`src/rtl/uart_pkg.sv`:
```
// Shared UART receiver definitions: one-hot FSM states, parity modes, vote helper.
package uart_pkg;
  localparam int MIN_DATA_WD = 5;

  typedef enum logic [6:0] {
    ST_IDLE   = 7'b0000001,
    ST_START  = 7'b0000010,
    ST_DATA   = 7'b0000100,
    ST_PARITY = 7'b0001000,
    ST_STOP1  = 7'b0010000,
    ST_STOP2  = 7'b0100000,
    ST_BREAK  = 7'b1000000
  } rx_state_t;

  typedef enum logic [1:0] {
    PAR_NONE  = 2'd0,
    PAR_ODD   = 2'd1,
    PAR_EVEN  = 2'd2,
    PAR_NONE3 = 2'd3
  } par_mode_t;

  function automatic logic maj3(input logic a, input logic b, input logic c);
    return (a & b) | (a & c) | (b & c);
  endfunction
endpackage

```
`src/rtl/uart_rx_fifo.sv`:
```
// First-word-fall-through receive FIFO; head is presented combinationally, 0 when empty.
module uart_rx_fifo #(
  parameter int W     = 11,
  parameter int DEPTH = 8
) (
  input  logic                         clk,
  input  logic                         rst_n,
  input  logic                         push,
  input  logic [W-1:0]                 din,
  input  logic                         pop,
  output logic [W-1:0]                 dout,
  output logic [$clog2(DEPTH+1)-1:0]   count,
  output logic                         full,
  output logic                         empty
);
  localparam int AW = $clog2(DEPTH);
  localparam int CW = $clog2(DEPTH+1);

  logic [W-1:0]  mem [DEPTH];
  logic [AW-1:0] wr_ptr, rd_ptr;
  logic          do_push, do_pop;

  assign empty   = (count == '0);
  assign full    = (count == CW'(DEPTH));
  assign do_pop  = pop && !empty;
  // a full FIFO still accepts a write when the head leaves in the same cycle
  assign do_push = push && (!full || do_pop);
  assign dout    = empty ? '0 : mem[rd_ptr];

  always_ff @(posedge clk) begin
    if (do_push) mem[wr_ptr] <= din;
  end

  always_ff @(posedge clk or negedge rst_n) begin
    if (!rst_n) begin
      wr_ptr <= '0;
      rd_ptr <= '0;
      count  <= '0;
    end else begin
      if (do_push) wr_ptr <= wr_ptr + 1'b1;
      if (do_pop)  rd_ptr <= rd_ptr + 1'b1;
      case ({do_push, do_pop})
        2'b10:   count <= count + 1'b1;
        2'b01:   count <= count - 1'b1;
        default: ;
      endcase
    end
  end
endmodule

```
`src/rtl/uart_rx_cfg.sv`:
```
// Configurable UART receiver: 3-sample vote, glitch/break handling, tagged FWFT receive FIFO.
module uart_rx_cfg
  import uart_pkg::*;
#(
  parameter int MAX_DATA_WD       = 9,
  parameter int oversampling_rate = 16,
  parameter int FIFO_DEPTH        = 8
) (
  input  logic                            clk,
  input  logic                            rst_n,
  input  logic                            rx,
  input  logic                            tick,
  input  logic                            rx_en,
  input  logic [3:0]                      cfg_data_wd,
  input  logic [1:0]                      cfg_parity,
  input  logic                            cfg_stop2,
  input  logic                            rd_en,
  input  logic                            clr_ovr,
  output logic [MAX_DATA_WD-1:0]          dout,
  output logic                            dout_pe,
  output logic                            dout_fe,
  output logic                            rx_valid,
  output logic                            fifo_full,
  output logic [$clog2(FIFO_DEPTH+1)-1:0] fifo_count,
  output logic                            rx_busy,
  output logic                            overrun_flag,
  output logic                            break_flag
);
  localparam int OS = oversampling_rate;
  localparam int CW = $clog2(OS);
  localparam logic [CW-1:0] V0    = CW'(OS/2 - 1);
  localparam logic [CW-1:0] V1    = CW'(OS/2);
  localparam logic [CW-1:0] V2    = CW'(OS/2 + 1);
  localparam logic [CW-1:0] C_END = CW'(OS - 1);
  localparam logic [3:0] WD_MIN = 4'(MIN_DATA_WD);
  localparam logic [3:0] WD_MAX = 4'(MAX_DATA_WD);

  typedef struct packed {
    logic [MAX_DATA_WD-1:0] data;
    logic                   pe;
    logic                   fe;
  } rx_entry_t;

  rx_state_t              state_q, state_d;
  logic [1:0]             sync_q;
  logic                   rx_s, rx_prev, fall;
  logic [CW-1:0]          tcnt;
  logic                   samp_a, samp_b, vote;
  logic [3:0]             bit_idx, wd_q, wd_eff;
  logic [MAX_DATA_WD-1:0] shreg;
  par_mode_t              par_q;
  logic                   stop2_q, pbit_q, pe_q, stop1_q, brk_q, ovr_q;
  logic                   in_frame, at_vote, at_end, par_en, par_x;
  logic                   data_zero, pbit_zero;
  logic                   start_frame, push, push_fe, set_brk, clr_brk, overrun;
  rx_entry_t              push_ent, head;
  logic                   fifo_empty;

  // rx idles high, so the synchroniser and edge history preset to 1
  always_ff @(posedge clk or negedge rst_n) begin
    if (!rst_n) begin
      sync_q  <= 2'b11;
      rx_prev <= 1'b1;
    end else begin
      sync_q  <= {sync_q[0], rx};
      rx_prev <= rx_s;
    end
  end
  assign rx_s = sync_q[1];
  assign fall = rx_prev & ~rx_s;

  assign wd_eff    = (cfg_data_wd < WD_MIN) ? WD_MIN :
                     (cfg_data_wd > WD_MAX) ? WD_MAX : cfg_data_wd;
  assign in_frame  = (state_q != ST_IDLE) && (state_q != ST_BREAK);
  assign at_vote   = tick && in_frame && (tcnt == V2);
  assign at_end    = tick && in_frame && (tcnt == C_END);
  assign vote      = maj3(samp_a, samp_b, rx_s);
  assign par_en    = (par_q == PAR_ODD) || (par_q == PAR_EVEN);
  assign par_x     = (^shreg) ^ vote;
  assign data_zero = (shreg == '0);
  assign pbit_zero = !par_en || !pbit_q;

  always_ff @(posedge clk or negedge rst_n) begin
    if (!rst_n) state_q <= ST_IDLE;
    else        state_q <= state_d;
  end

  always_comb begin
    state_d     = state_q;
    start_frame = 1'b0;
    push        = 1'b0;
    push_fe     = 1'b0;
    set_brk     = 1'b0;
    clr_brk     = 1'b0;
    unique case (state_q)
      ST_IDLE: if (rx_en && fall) begin
        start_frame = 1'b1;
        state_d     = ST_START;
      end
      ST_START: begin
        if (at_vote && vote) state_d = ST_IDLE;
        else if (at_end)     state_d = ST_DATA;
      end
      ST_DATA: if (at_end && (bit_idx == wd_q - 1'b1))
        state_d = par_en ? ST_PARITY : ST_STOP1;
      ST_PARITY: if (at_end) state_d = ST_STOP1;
      // leaving at the vote rather than the bit end gives half a bit of resync margin
      ST_STOP1: begin
        if (at_vote && !stop2_q) begin
          push    = 1'b1;
          push_fe = !vote;
          if (data_zero && pbit_zero && !vote) begin
            set_brk = 1'b1;
            state_d = ST_BREAK;
          end else state_d = ST_IDLE;
        end else if (at_end) state_d = ST_STOP2;
      end
      ST_STOP2: if (at_vote) begin
        push    = 1'b1;
        push_fe = !stop1_q || !vote;
        if (data_zero && pbit_zero && !stop1_q && !vote) begin
          set_brk = 1'b1;
          state_d = ST_BREAK;
        end else state_d = ST_IDLE;
      end
      ST_BREAK: if (rx_s) begin
        clr_brk = 1'b1;
        state_d = ST_IDLE;
      end
      default: state_d = ST_IDLE;
    endcase
  end

  always_ff @(posedge clk or negedge rst_n) begin
    if (!rst_n) begin
      tcnt    <= '0;
      samp_a  <= 1'b1;
      samp_b  <= 1'b1;
      bit_idx <= '0;
      shreg   <= '0;
      wd_q    <= WD_MIN;
      par_q   <= PAR_NONE;
      stop2_q <= 1'b0;
      pbit_q  <= 1'b0;
      pe_q    <= 1'b0;
      stop1_q <= 1'b1;
    end else if (start_frame) begin
      tcnt    <= '0;
      bit_idx <= '0;
      shreg   <= '0;
      wd_q    <= wd_eff;
      par_q   <= par_mode_t'(cfg_parity);
      stop2_q <= cfg_stop2;
      pbit_q  <= 1'b0;
      pe_q    <= 1'b0;
      stop1_q <= 1'b1;
    end else if (tick && in_frame) begin
      tcnt <= (tcnt == C_END) ? '0 : tcnt + 1'b1;
      if (tcnt == V0) samp_a <= rx_s;
      if (tcnt == V1) samp_b <= rx_s;
      if (at_vote && state_q == ST_DATA)
        shreg <= shreg | (MAX_DATA_WD'(vote) << bit_idx);
      if (at_vote && state_q == ST_PARITY) begin
        pbit_q <= vote;
        pe_q   <= (par_q == PAR_ODD) ? ~par_x : par_x;
      end
      if (at_vote && state_q == ST_STOP1) stop1_q <= vote;
      if (at_end && state_q == ST_DATA) bit_idx <= bit_idx + 1'b1;
    end
  end

  // a simultaneous overrun wins over clr_ovr
  assign overrun = push && fifo_full && !rd_en;

  always_ff @(posedge clk or negedge rst_n) begin
    if (!rst_n) begin
      brk_q <= 1'b0;
      ovr_q <= 1'b0;
    end else begin
      if (set_brk)      brk_q <= 1'b1;
      else if (clr_brk) brk_q <= 1'b0;
      if (overrun)      ovr_q <= 1'b1;
      else if (clr_ovr) ovr_q <= 1'b0;
    end
  end

  assign push_ent = '{data: shreg, pe: pe_q, fe: push_fe};

  uart_rx_fifo #(
    .W     (MAX_DATA_WD + 2),
    .DEPTH (FIFO_DEPTH)
  ) u_fifo (
    .clk   (clk),
    .rst_n (rst_n),
    .push  (push),
    .din   (push_ent),
    .pop   (rd_en),
    .dout  (head),
    .count (fifo_count),
    .full  (fifo_full),
    .empty (fifo_empty)
  );

  assign dout         = head.data;
  assign dout_pe      = head.pe;
  assign dout_fe      = head.fe;
  assign rx_valid     = !fifo_empty;
  assign rx_busy      = (state_q != ST_IDLE);
  assign overrun_flag = ovr_q;
  assign break_flag   = brk_q;
endmodule

```
`config.mk`:
```
export PLATFORM = sky130hd
export DESIGN_NAME = uart_rx_cfg
export DESIGN_NICKNAME = d
export VERILOG_FILES = /design/src/rtl/uart_pkg.sv /design/src/rtl/uart_rx_fifo.sv /design/src/rtl/uart_rx_cfg.sv
export SDC_FILE = /design/constraint.sdc
export NUM_CORES = 1
export LEC_CHECK = 0
export ABC_AREA = 1
export CAP_MARGIN = 10
export CELL_PAD_IN_SITES_DETAIL_PLACEMENT = 1
export CELL_PAD_IN_SITES_GLOBAL_PLACEMENT = 1
export CORE_UTILIZATION = 51
export DETAILED_ROUTE_END_ITERATION = 10
export PLACE_DENSITY_LB_ADDON = 0.08
export SLEW_MARGIN = 0
export SYNTH_ARGS = -nofsm -noshare
export SYNTH_HDL_FRONTEND = slang
export SYNTH_SLANG_ARGS = --single-unit
export TNS_END_PERCENT = 1
```
`constraint.sdc`:
```
create_clock -name clk -period 6.77 [get_ports clk]
set_input_delay 1.354 -clock clk [delete_from_list [all_inputs] [get_ports clk]]
set_output_delay 1.354 -clock clk [all_outputs]
set_load 0.01 [all_outputs]
```
**After elaboration in Yosys (flattened, before gate mapping)**

Memories as Yosys holds them, arrays and structs flattened.
Cells that the tools add are included.

- Flip-flop bits (word level): 51
- RAM bits: 88
- Bits of input ports: 14
- Output and inout bits: 20
- Memories: 1

Memory list:

| memory | words | width | rd ports | clocked after Yosys merged registers in | write ports | line | text |
|---|---|---|---|---|---|---|---|
| u_fifo.mem | 8 | 11 | 1 | 0 | 1 | uart_rx_fifo.sv:19 | `logic [W-1:0] mem [DEPTH];` |

- $add $sub $neg: 7
- Magnitude comparators: 2
- Equality and inequality tests: 26
- Shifts and indexed selects: 1
- Multiplexer cells: 57
- Bitwise logic cells: 11
- Reduce and logical (&&, ||, !) cells: 50

Operators by type and width:

| cell | number |
|---|---|
| $mux W7 | 11 |
| $pmux W7 S7 | 1 |
| $mux W4 | 8 |
| $mux W1 | 28 |
| $mux W9 | 3 |
| $logic_and A1 B1 Y1 | 20 |
| $eq A4 B4 Y1 const B | 4 |
| $reduce_bool A2 Y1 | 8 |
| $add A4 B1 Y4 const B | 3 |
| $mux W11 | 1 |
| $ne A2 B2 Y1 const B | 5 |
| $logic_not A9 Y1 | 1 |
| $or A9 B9 Y9 | 1 |
| $reduce_xor A9 Y1 | 1 |
| $shl A1 B4 Y9 | 1 |
| $logic_not A1 Y1 | 8 |
| $pmux W4 S2 | 1 |
| $reduce_and A2 Y1 | 4 |
| $sub A4 B1 Y4 const B | 2 |
| $eq A7 B1 Y1 const B | 1 |
| $eq A7 B2 Y1 const B | 1 |
| $eq A7 B3 Y1 const B | 1 |
| $eq A7 B4 Y1 const B | 1 |
| $eq A7 B5 Y1 const B | 1 |
| other kinds (22) | 38 |

**Logic depth before layout (Yosys ltp)**

- Depth in word-level cells: 11
- Mapped depth: 17

**Modules after synthesis**

Synthesis repeated with hierarchy kept, for this count alone.

- Cells, all modules: 655
- Area, all modules: 6,622.6 um^2

Modules (own cells, without submodules):

| module | times used | cells each | area an instance (um^2) | sequential area each (um^2) |
|---|---|---|---|---|
| uart_rx_fifo | 1 | 349 | 4,125.2 | 2,892.8 |
| uart_rx_cfg | 1 | 306 | 2,497.4 | 1,037.2 |

**Worst setup path after synthesis**

Ideal clock, no wire load.

- Path type: in2reg
- Start: input tick
- End: memory u_fifo.mem[0][0], enable pin
- Library setup time: 0.393 ns
- Arrival: 2.751 ns
- Required time: 6.377 ns
- Path slack: 3.626 ns
- Stages: 5
- Path buffers: 0
- Path through: nand3_2 > nor2_4 > nand3_2 > or2_4 > nor3_1

- Longest elaborated chain between the ends: 8
- Elaborated cells on any way between the ends: 9
- Classes of those cells: mux: 5; reduce/logical: 4

RTL lines:

| item | line | text |
|---|---|---|
| start, declared | uart_rx_cfg.sv:12 | `input logic tick,` |
| $logic_and A1 B1 Y1 * (2 in a row) | uart_rx_cfg.sv:75 | `assign at_vote = tick && in_frame && (tcnt == V2);` |
| $logic_and A1 B1 Y1 | uart_rx_cfg.sv:109 | `if (at_vote && !stop2_q) begin` |
| $mux W1 | uart_rx_cfg.sv:109 |  |
| $pmux W1 S2 * | uart_rx_cfg.sv:95 | `unique case (state_q)` |
| $logic_and A1 B1 Y1 * | uart_rx_fifo.sv:27 | `assign do_push = push && (!full \|\| do_pop);` |
| $mux W1 * | uart_rx_fifo.sv:31 | `if (do_push) mem[wr_ptr] <= din;` |
| $mux W1 (not written as such) * | uart_rx_fifo.sv:31 |  |
| end, declared | uart_rx_fifo.sv:19 |  |

Every way passes the cells marked *; elsewhere a longest branch is shown, timed or not.

**Worst setup path in the final report**

- Start: register u_fifo.rd_ptr[0]
- End: output dout[3]

- Longest elaborated chain between the ends: 2

RTL lines:

| item | line | text |
|---|---|---|
| start, declared | uart_rx_fifo.sv:20 | `logic [AW-1:0] wr_ptr, rd_ptr;` |
| start signal, assigned | uart_rx_fifo.sv:41 | `if (do_pop) rd_ptr <= rd_ptr + 1'b1;` |
| $mem_v2 Z8 W11 | - |  |
| $mux W11 | uart_rx_fifo.sv:28 | `assign dout = empty ? '0 : mem[rd_ptr];` |
| end, declared | uart_rx_cfg.sv:19 | `output logic [MAX_DATA_WD-1:0] dout,` |

No other way between the ends.

==> metrics.txt <==
status=complete, no violations; post-cts resize count=0; crit path kind=reg -> out; Synth Flop Type=edfxtp_1; number of synthesized flops with an enable pin=88; CTS tree=yes; post-route setup slack=2320 ps; top-count cell post-synth=nor2_1; Max Fanout on Critical Path=45; number of top-level pins=34; Max Cap Viol=0; PwrDens=408 mW/mm²; DP Worst Slack=2830 ps; worst clock skew=10.7 ps; fin crit share=65.7%; static leakage=2.98 nW; largest net degree at the start of global routing=52; DR vias=4663; Clock Tree Buf Depth=2; Final Wtd Congestion=0.847; Arr. time, crit path=3090 ps; dpl cell area=0.00691 mm²; CP Data Required Time=5420 ps; full die area=0.0130 mm²; Hold Path Class=reg -> reg; register area share after synthesis=61.6%; worst slew pin tran=1100 ps; synth unique cells=41; synth cell count leaders=nor2_1, edfxtp_1, nand2_1; FILL cells=1350; DP HPWL=10.6 mm; ranking of synthesized cells by area=edfxtp_1, dfrtp_1, nor2_1; maximum vdd drop=0.198 mV; vias in the first global route=4963; Post-layout nets=696; #FFs+latches synth=139; initial antenna violation count=0; FMAX=225 MHz; GRT Util Overall=26.4%; RSZ-0062 raised after global routing=no; Antenna Cells=0; drt total wl=15.7 mm; Synth Warn #=0; Core Box Area=0.0121 mm²; CP startpoint=u_fifo.rd_ptr[0]$_DFFE_PN0P_; synthesized area per cell=10.2 µm²; drt drc=0; Initial Util=52.7%; Post-Syn Nets=653; CTS buffer count=17; GRT overflow=0; Final Hold Fails=0; post-CTS setup buffers=0; IO buf count=33; Yosys top cell area share=41.4%; RR Startpoint=u_fifo.count[0]$_DFFE_PN0P_; Skew-Pair Late Insertion Delay=430 ps; Synth Instances=626; FP Rows=40; Post-CTS Hold Buffers=0; Async SR Flop Fraction=36.7%; synthesis-to-finish area growth=16.5%; Rel. slew slack=26.3%; CP Launch Type=flop; global-route wire length before repair=25.5 mm; Initial DRC Count=275; clk root buf=clkbuf_16; fin crit period=4450 ps; layout cells sized above 1=10.9%; Die H=114 µm; via/cell ratio=5.49; hold_ws=355 ps; # clock sinks=139; setup_tns=0 ps; min-delay src=sync_q[0]$_DFF_PN1_; htree depth=4; Final setup viols=0; router iterations before antenna repair=5; Clock Pin Slew Worst Setup and Hold Paths=60 ps; post-synth top area cell=edfxtp_1; Slew Limit Fails=0; wire length per cell=18.4 µm; die width=114 µm; Final Cell Area=0.00743 mm²; Mapped Area=0.00638 mm²; Post-DRT Antenna Nets=0; Setup crit end kind=output port
-- stage by stage --
step                      std cells  util (%)  power [mW]
final                           850      61.4        3.03
after global placement          818      57.1        2.15
after floorplan                 626         -        1.81
after CTS                       850      61.4        3.05
after detailed placement        818      57.1        2.21
after global routing            850      61.4        3.20
-- path summary, 6_finish.rpt --
| kind | end | slack (ps) | depth (start not counted) |
|---|---|---|---|
| setup / recovery | dout[3] | 2320 | 6 |
| hold / removal | sync_q[1]$_DFF_PN1_ | 360 | 0 |
| setup reg to reg | u_fifo.count[2]$_DFFE_PN0P_ | 4160 | 14 |
| hold reg to reg | sync_q[1]$_DFF_PN1_ | 360 | 0 |
| max in group asynchronous | shreg[7]$_DFFE_PN0P_ | 5240 | 2 |
| min in group asynchronous | state_q[4]$_DFFE_PN0P_ | 1050 | 2 |
-- per-layer routing --
layer	share of wire [%]	vias to the layer above	track usage (%)
met3	3.6	27	5.95
met1	42	2311	32.3
met5	0	-	0
met4	1.6	0	8.66
met2	52	94	46.3
li1	-	2231	-
-- cell type report --
class	instances	area, µm²	share of cell area (%)
well taps	168	210	2.83
clock inverters	12	81.3	1.09
flip-flops and latches	139	3930	52.9
inverters	64	240	3.23
clock buffers	20	437	5.88
repair buffers	44	408	5.49
multi-input cells	403	2120	28.6
-- logic make-up (layout without fill, tap and decap cells) --
| family | count (synthesis) | count (layout) | share of synthesized area [%] |
|---|---|---|---|
| buffers and inverters | 84 | 140 | 5.08 |
| XOR/XNOR | 15 | 15 | 2.06 |
| AND/OR/NAND/NOR | 254 | 254 | 18.3 |
| AO/OA/AOI/OAI | 121 | 121 | 10.4 |
| flip-flops | 139 | 139 | 61.6 |
| adder cells (fa/ha/maj) | 13 | 13 | 2.55 |
-- report_power, final --
part | internal, mW | switching [mW] | total [mW]
Clock | 0.493 | 0.332 | 0.825
Sequential | 1.02 | 0.105 | 1.12
Combinational | 0.438 | 0.645 | 1.08
-- critical path, cell delays in order, from the launching register on --
cell and delay [ps]:
dfrtp_1 350, clkinv_1 840, o21ai_0 580, o22ai_1 140, o21ai_1 150, a31oi_1 60, clkdlybuf4s50_1 520
-- sequential cells by signal (all words and copies together), names as in the netlist, 2 cells and up --
name and flops:
u_fifo.mem 88, u_fifo.wr_ptr 3, par_q 2, u_fifo.count 4, bit_idx 4, sync_q 2
u_fifo.rd_ptr 3, wd_q 4, tcnt 4, state_q 7, shreg 9
-- placed cells by master, fill, tap and decap left out, types with 5 or more instances in the layout --
master / count
o21ai_1: 6
o21ai_0: 69
ha_1: 13
inv_1: 54
clkdlybuf4s50_1: 32
nor2_1: 96
a31oi_1: 12
xnor2_1: 6
buf_4: 11
nor3_1: 13
dfrtp_1: 42
nand2_2: 5
nand3_1: 37
nand2_1: 78
clkinv_1: 8
edfxtp_1: 88
o22ai_1: 14
nand3_2: 5
xor2_1: 9
dfstp_2: 9
inv_2: 9
a21oi_1: 13
clkbuf_16: 17
Note: power is estimated with default switching activity, not from simulation.
